File: src/rtl/multi_clock_if.sv
// Control and display signals of the multi_clock timekeeper, bundled for
// connection between a controller/bench (master) and the clock (slave).
interface multi_clock_if;
    logic       en;
    logic       adj_hour;
    logic       adj_minute;
    logic       mode_12h;
    logic       alarm_we;
    logic [4:0] alarm_hour_in;
    logic [5:0] alarm_min_in;
    logic       alarm_on;
    logic       alarm_ack;
    logic [7:0] hour;
    logic [7:0] min;
    logic [7:0] sec;
    logic       pm;
    logic       tweet;
    logic       alarm;

    modport master (
        output en, adj_hour, adj_minute, mode_12h, alarm_we, alarm_hour_in,
               alarm_min_in, alarm_on, alarm_ack,
        input  hour, min, sec, pm, tweet, alarm
    );

    modport slave (
        input  en, adj_hour, adj_minute, mode_12h, alarm_we, alarm_hour_in,
               alarm_min_in, alarm_on, alarm_ack,
        output hour, min, sec, pm, tweet, alarm
    );
endinterface

File: src/rtl/multi_clock.sv
// 24 h binary timekeeper with tick prescaler, edge-detected set buttons,
// 12/24 h BCD display, programmable alarm with acknowledge and hourly chime.
module multi_clock #(
    parameter int unsigned DIV       = 1,
    parameter int unsigned CHIME_LEN = 3,
    parameter int unsigned ALARM_LEN = 30
) (
    input  logic         clk,
    input  logic         rst,
    multi_clock_if.slave bus
);
    localparam logic [15:0] PRESC_MAX  = 16'(DIV - 1);
    localparam logic [7:0]  CHIME_INIT = 8'(CHIME_LEN);
    localparam logic [7:0]  ALARM_INIT = 8'(ALARM_LEN);

    logic [15:0] presc_q, presc_d;
    logic [5:0]  sec_q, sec_d;
    logic [5:0]  min_q, min_d;
    logic [4:0]  hour_q, hour_d;
    logic [4:0]  alarm_hour_q, alarm_hour_d;
    logic [5:0]  alarm_min_q, alarm_min_d;
    logic        adj_hour_q, adj_hour_d;
    logic        adj_minute_q, adj_minute_d;
    logic [7:0]  chime_cnt_q, chime_cnt_d;
    logic [7:0]  alarm_cnt_q, alarm_cnt_d;

    logic        tick, hour_rise, min_rise, sec_wrap, min_wrap;
    logic        chime_start, alarm_trig;
    logic [4:0]  hour_inc, disp_hour;
    logic [5:0]  min_inc;

    function automatic logic [7:0] to_bcd(input logic [5:0] v);
        logic [5:0] tens, ones;
        tens = v / 6'd10;
        ones = v % 6'd10;
        return {tens[3:0], ones[3:0]};
    endfunction

    // NOTE: every signal gets a default at the top of the block so no path leaves it unassigned (no latch).
    always_comb begin
        hour_rise    = bus.adj_hour & ~adj_hour_q;
        min_rise     = bus.adj_minute & ~adj_minute_q;
        adj_hour_d   = bus.adj_hour;
        adj_minute_d = bus.adj_minute;

        tick    = bus.en && (presc_q == PRESC_MAX);
        presc_d = presc_q;
        if (bus.en) presc_d = tick ? 16'd0 : presc_q + 16'd1;

        sec_wrap = (sec_q == 6'd59);
        min_wrap = (min_q == 6'd59);
        hour_inc = (hour_q == 5'd23) ? 5'd0 : hour_q + 5'd1;
        min_inc  = min_wrap ? 6'd0 : min_q + 6'd1;

        sec_d  = sec_q;
        min_d  = min_q;
        hour_d = hour_q;
        if (tick) begin
            sec_d = sec_wrap ? 6'd0 : sec_q + 6'd1;
            if (sec_wrap) begin
                min_d = min_inc;
                if (min_wrap) hour_d = hour_inc;
            end
        end
        // A button press replaces any carry arriving in the same field.
        if (min_rise)  min_d  = min_inc;
        if (hour_rise) hour_d = hour_inc;

        chime_start = tick && sec_wrap && min_wrap && !min_rise;
        alarm_trig  = tick && sec_wrap && !min_rise && !hour_rise && bus.alarm_on &&
                      (hour_d == alarm_hour_q) && (min_d == alarm_min_q);

        chime_cnt_d = chime_cnt_q;
        if (chime_start)                       chime_cnt_d = CHIME_INIT;
        else if (tick && chime_cnt_q != 8'd0)  chime_cnt_d = chime_cnt_q - 8'd1;

        alarm_cnt_d = alarm_cnt_q;
        if (alarm_trig)                          alarm_cnt_d = ALARM_INIT;
        else if (bus.alarm_ack || !bus.alarm_on) alarm_cnt_d = 8'd0;
        else if (tick && alarm_cnt_q != 8'd0)    alarm_cnt_d = alarm_cnt_q - 8'd1;

        alarm_hour_d = alarm_hour_q;
        alarm_min_d  = alarm_min_q;
        if (bus.alarm_we && bus.alarm_hour_in <= 5'd23 && bus.alarm_min_in <= 6'd59) begin
            alarm_hour_d = bus.alarm_hour_in;
            alarm_min_d  = bus.alarm_min_in;
        end
    end

    // NOTE: state registers use non-blocking assignments so every flop samples pre-edge values.
    always_ff @(posedge clk) begin
        if (rst) begin
            presc_q      <= '0;
            sec_q        <= '0;
            min_q        <= '0;
            hour_q       <= '0;
            alarm_hour_q <= '0;
            alarm_min_q  <= '0;
            adj_hour_q   <= 1'b0;
            adj_minute_q <= 1'b0;
            chime_cnt_q  <= '0;
            alarm_cnt_q  <= '0;
        end else begin
            presc_q      <= presc_d;
            sec_q        <= sec_d;
            min_q        <= min_d;
            hour_q       <= hour_d;
            alarm_hour_q <= alarm_hour_d;
            alarm_min_q  <= alarm_min_d;
            adj_hour_q   <= adj_hour_d;
            adj_minute_q <= adj_minute_d;
            chime_cnt_q  <= chime_cnt_d;
            alarm_cnt_q  <= alarm_cnt_d;
        end
    end

    always_comb begin
        disp_hour = hour_q;
        if (bus.mode_12h) begin
            if (hour_q == 5'd0)       disp_hour = 5'd12;
            else if (hour_q > 5'd12)  disp_hour = hour_q - 5'd12;
        end
        bus.hour  = to_bcd({1'b0, disp_hour});
        bus.min   = to_bcd(min_q);
        bus.sec   = to_bcd(sec_q);
        bus.pm    = (hour_q >= 5'd12);
        bus.tweet = (chime_cnt_q != 8'd0);
        bus.alarm = (alarm_cnt_q != 8'd0);
    end
endmodule

File: src/flat_wrapper.sv
// flat-port wrapper written by rule: the top's interface ports become plain ports
module multi_clock_flat 
#(
    parameter int unsigned DIV       = 1,
    parameter int unsigned CHIME_LEN = 3,
    parameter int unsigned ALARM_LEN = 30
)
  (clk, rst, bus_en, bus_adj_hour, bus_adj_minute, bus_mode_12h, bus_alarm_we, bus_alarm_hour_in, bus_alarm_min_in, bus_alarm_on, bus_alarm_ack, bus_hour, bus_min, bus_sec, bus_pm, bus_tweet, bus_alarm);
  multi_clock_if bus_i ();
  input  logic clk;
  input  logic rst;
  input wire logic [$bits(bus_i.en)-1:0] bus_en;
  input wire logic [$bits(bus_i.adj_hour)-1:0] bus_adj_hour;
  input wire logic [$bits(bus_i.adj_minute)-1:0] bus_adj_minute;
  input wire logic [$bits(bus_i.mode_12h)-1:0] bus_mode_12h;
  input wire logic [$bits(bus_i.alarm_we)-1:0] bus_alarm_we;
  input wire logic [$bits(bus_i.alarm_hour_in)-1:0] bus_alarm_hour_in;
  input wire logic [$bits(bus_i.alarm_min_in)-1:0] bus_alarm_min_in;
  input wire logic [$bits(bus_i.alarm_on)-1:0] bus_alarm_on;
  input wire logic [$bits(bus_i.alarm_ack)-1:0] bus_alarm_ack;
  output wire logic [$bits(bus_i.hour)-1:0] bus_hour;
  output wire logic [$bits(bus_i.min)-1:0] bus_min;
  output wire logic [$bits(bus_i.sec)-1:0] bus_sec;
  output wire logic [$bits(bus_i.pm)-1:0] bus_pm;
  output wire logic [$bits(bus_i.tweet)-1:0] bus_tweet;
  output wire logic [$bits(bus_i.alarm)-1:0] bus_alarm;
  assign bus_i.en = bus_en;
  assign bus_i.adj_hour = bus_adj_hour;
  assign bus_i.adj_minute = bus_adj_minute;
  assign bus_i.mode_12h = bus_mode_12h;
  assign bus_i.alarm_we = bus_alarm_we;
  assign bus_i.alarm_hour_in = bus_alarm_hour_in;
  assign bus_i.alarm_min_in = bus_alarm_min_in;
  assign bus_i.alarm_on = bus_alarm_on;
  assign bus_i.alarm_ack = bus_alarm_ack;
  assign bus_hour = bus_i.hour;
  assign bus_min = bus_i.min;
  assign bus_sec = bus_i.sec;
  assign bus_pm = bus_i.pm;
  assign bus_tweet = bus_i.tweet;
  assign bus_alarm = bus_i.alarm;
  multi_clock #(.DIV(DIV), .CHIME_LEN(CHIME_LEN), .ALARM_LEN(ALARM_LEN)) u_core (.clk(clk), .rst(rst), .bus(bus_i));
endmodule
File: config.mk
export PLATFORM = sky130hd
export DESIGN_NAME = multi_clock_flat
export DESIGN_NICKNAME = d
export VERILOG_FILES = /design/src/rtl/multi_clock_if.sv /design/src/rtl/multi_clock.sv /design/src/flat_wrapper.sv
export SDC_FILE = /design/constraint.sdc
export NUM_CORES = 1
export LEC_CHECK = 0
export CORE_UTILIZATION = 41
export DETAILED_ROUTE_END_ITERATION = 16
export GPL_ROUTABILITY_DRIVEN = 1
export PLACE_DENSITY = 0.67
export SYNTH_ARGS = -nofsm -noshare
export SYNTH_HDL_FRONTEND = slang
export SYNTH_SLANG_ARGS = --single-unit
export TNS_END_PERCENT = 30
File: constraint.sdc
create_clock -name clk -period 2.9 [get_ports clk]
set_input_delay 0.29 -clock clk [delete_from_list [all_inputs] [get_ports clk]]
set_output_delay 0.29 -clock clk [all_outputs]
set_load 0.03 [all_outputs]
==> flow_summary.toml <==
[outcome]
status = "finished, final reports clean"

[sta]
maxSlewHeadroom_pct = 62.0
tns_ps = 0
fin_hold_ws_ps = 521
tightest_slew_ps = 569
hold_viol = 0
fin_crit_sh_pct = 95.4
fmax_mhz = 362
finalSetupViolCount = 0
period_minus_slack_ps = 2770
maxSlewViolCount = 0
rsz0062_at_grt = "true"
worst_clock_skew_ps = 4.99

[clock_tree]
htreeDepth = 3
cts_made_buffers = 9
hold_buffers = 0
clock-sinks = 62
cts.reportedPaths.clkPinSlew_ps = 70
cts_tree = "done"
clockRootBuffer = "clkbuf_8"
clk-insertion-delay-late_ps = 340
clockBufferDepth = 2

[floorplanning]
num_rows = 36
start_util_pct = 42.1
die_y_um = 102
die_area_sq_um = 10400
io_pins = 47
core_area_sq_um = 9730
die_x_um = 102

[synthesis]
synth.most_common_cell = "nor2_1"
synthTopCellsByArea = "dfxtp_1 (30%), nor2_1 (7.2%), ha_1 (5.8%)"
synth_area_leader_cell = "dfxtp_1"
ys_ff_latch = 62
syn_area_sq_um = 4090
ys_types = 68
synth_top_flop_cell = "dfxtp_1"
seq_area_frac_synth_pct = 30.3
synth_top_family_by_area = "simple AND/OR/NAND/NOR gates"
muxShareOfSynthArea_pct = 3.94
synth_top_area_share_pct = 30.3
synth_area_per_cell_sq_um = 7.93
synth-adder-area-share_pct = 5.81
synth_edf_count = 0
synthArstFlopShare_pct = 0
syn_inst = 516
synth_compound_area_share_pct = 14.3
yosys.area_share.simple_pct = 30.4
synthXorXnorAreaFrac_pct = 9.20
yosysWarnings = 0
netlist_top_cells_count = "nor2_1 (78), dfxtp_1 (62), nand2_1 (46)"

[worst_setup_path]
path_delay_family = "simple AND/OR/NAND/NOR gates"
crit_arrival_ps = 2990
crit_slowest_cell = "and4_2"
cp.buffers_inverters = 1
timing.critical_path.mode_cell = "and3_1"
cp_slowest_stage_delay_ps = 410
r2r_slack_ps = 130
crit_chain = "inv_1 -> ha_1 -> nor4b_2 -> and4_2 -> a21oi_4 -> or3_4 -> and3_1 -> a2111oi_2 -> and3_1 -> nor2_1"
required_ps = 3130
crit_type = "reg2reg"
crit_fanout = 6
worstSetupEndpointType = "flip-flop"
start_kind = "flip-flop"

[grt]
grt_pass1_vias = 3564
grt_pass1_wl_um = 15900
antenna_found_initial = 0
grt-ovfl-total = 0
grt_start_max_net_pins = 35
grt_usage_pct = 19.4

[place]
io_buffers = 42
hpwlAfterDp_um = 7150
place_area_sq_um = 4750
place_inst = 695
place_congestion = 0.842

[detailed_routing]
drtIter0Drc = 154
drt-wirelength-per-cell_um = 13.3
drt-total-wl_um = 9480
via_count = 3733
vias_per_cell = 5.24
drc = 0
dr.pass1.iters = 7
postRouteAntennaNets = 0

[layout]
layout.cells.non_filler = 713
fillers = 925
final_area_sq_um = 5080
drive_gt1_share_pct = 15.2
insertedDiodeCount = 0
nNetsFinal = 614
area_delta_synth_final_pct = 24.0

[power_and_ir_drop]
power_frac_seq_pct = 38.9
power_frac_comb_pct = 26.3
internal-power_mw = 1.78
ir_worst_vdd_v = 0.000261
switching_share_pct = 29.3
p_leak_nw = 2.05
clkPwrFrac_pct = 34.9
p_per_area_nw_per_um2 = 495
p_sw_uw = 736

[flow_run]
maxCapViolCount = 0

[worst_hold_path]
hp-class = "reg2reg"
## cells by family (layout without fill, tap and decap cells)
logic type                 count (synthesis)  after routing
AOI/OAI and AO/OA                         86             86
xor gates and xnor gates                  43             43
adders and majority gates                 19             19
buffers and inverters                     52            113
DFF                                       62             62
muxes                                     16             16
other                                      1              4
and+or+nand+nor                          237            237
## power by group through the flow
stage               Combinational [mW]  Sequential [mW]  Clock [mW]
floorplan                        0.465            0.978           0
global placement                 0.631            0.993           0
detailed placement               0.648            0.995           0
CTS                              0.653            0.978       0.903
global route                     0.730            0.989       0.942
finish                           0.660            0.978       0.876
## worst reg2reg max path, cell delays in order, from the launching register on
cell       delay (ps)
dfxtp_1           330
inv_1              90
ha_1              170
nor4b_2           320
and4_2            410
a21oi_4            90
or3_4             380
and3_1            180
a2111oi_2         340
and3_1            280
nor2_1             70
## final cells by class
class / count / area, sq um / share of cell area (%)
clock buffers: 13 / 169 / 3.33
clock inverters: 3 / 65.1 / 1.28
inverters: 24 / 90.1 / 1.77
multi-input cells: 405 / 2690 / 53.0
flip-flops and latches: 62 / 1250 / 24.7
well taps: 133 / 166 / 3.28
repair buffers: 73 / 644 / 12.7
## stage by stage
step                worst slack (ps)  total power, mW  utilization (%)
floorplan                       60.1             1.44                -
global placement               -85.9             1.62             48.9
detailed placement              -195             1.64             48.9
CTS                            -18.5             2.53             51.4
global route                   -5.62             2.66             52.2
finish                           134             2.51             52.2
## routing by layer
metal  up-vias  track usage (%)  wire [um]
li1       1896                -          -
met1      1740             22.7       4280
met2        84             35.0       4710
met3        13             4.72        333
met4         0             6.04        150
met5         -                0          0
## sequential cells by signal (all words and copies together) (netlist names)
| signal | cells |
|---|---|
| u_core.adj_hour_q | 1 |
| u_core.adj_minute_q | 1 |
| u_core.alarm_cnt_q | 8 |
| u_core.alarm_hour_q | 5 |
| u_core.alarm_min_q | 6 |
| u_core.chime_cnt_q | 8 |
| u_core.hour_q | 5 |
| u_core.min_q | 6 |
| u_core.presc_q | 16 |
| u_core.sec_q | 6 |
## cell usage in the layout, fill, tap and decap left out, types with 5 or more instances in the layout
| cell | count |
|---|---|
| nor2_1 | 77 |
| nand2b_1 | 15 |
| xnor2_1 | 22 |
| xor2_1 | 21 |
| a21oi_1 | 22 |
| nand4_1 | 7 |
| dfxtp_1 | 57 |
| nand2_1 | 44 |
| clkdlybuf4s50_1 | 33 |
| nor2b_1 | 10 |
| ha_1 | 18 |
| nand3_1 | 16 |
| a211oi_1 | 5 |
| o21ai_0 | 12 |
| nor3_1 | 18 |
| and3_1 | 9 |
| buf_4 | 34 |
| clkbuf_8 | 12 |
| inv_1 | 24 |
| mux2i_1 | 15 |
## repair_timing
item                       4_1_cts  5_1_grt
resized for setup               13       19
buffers inserted                 0        2
setup endpoints to repair        8       13
pin swaps                        0        5
## final timing paths
| path | from | endpoint | cells past startpoint |
|---|---|---|---|
| max | u_core.presc_q[0] | u_core.alarm_cnt_q[0] | 10 |
| min reg2reg | u_core.alarm_min_q[1] | u_core.alarm_min_q[1] | 2 |
| min | u_core.alarm_min_q[1] | u_core.alarm_min_q[1] | 2 |
| max reg2reg | u_core.presc_q[0] | u_core.alarm_cnt_q[0] | 10 |
Power figures use the tool's default switching activity.
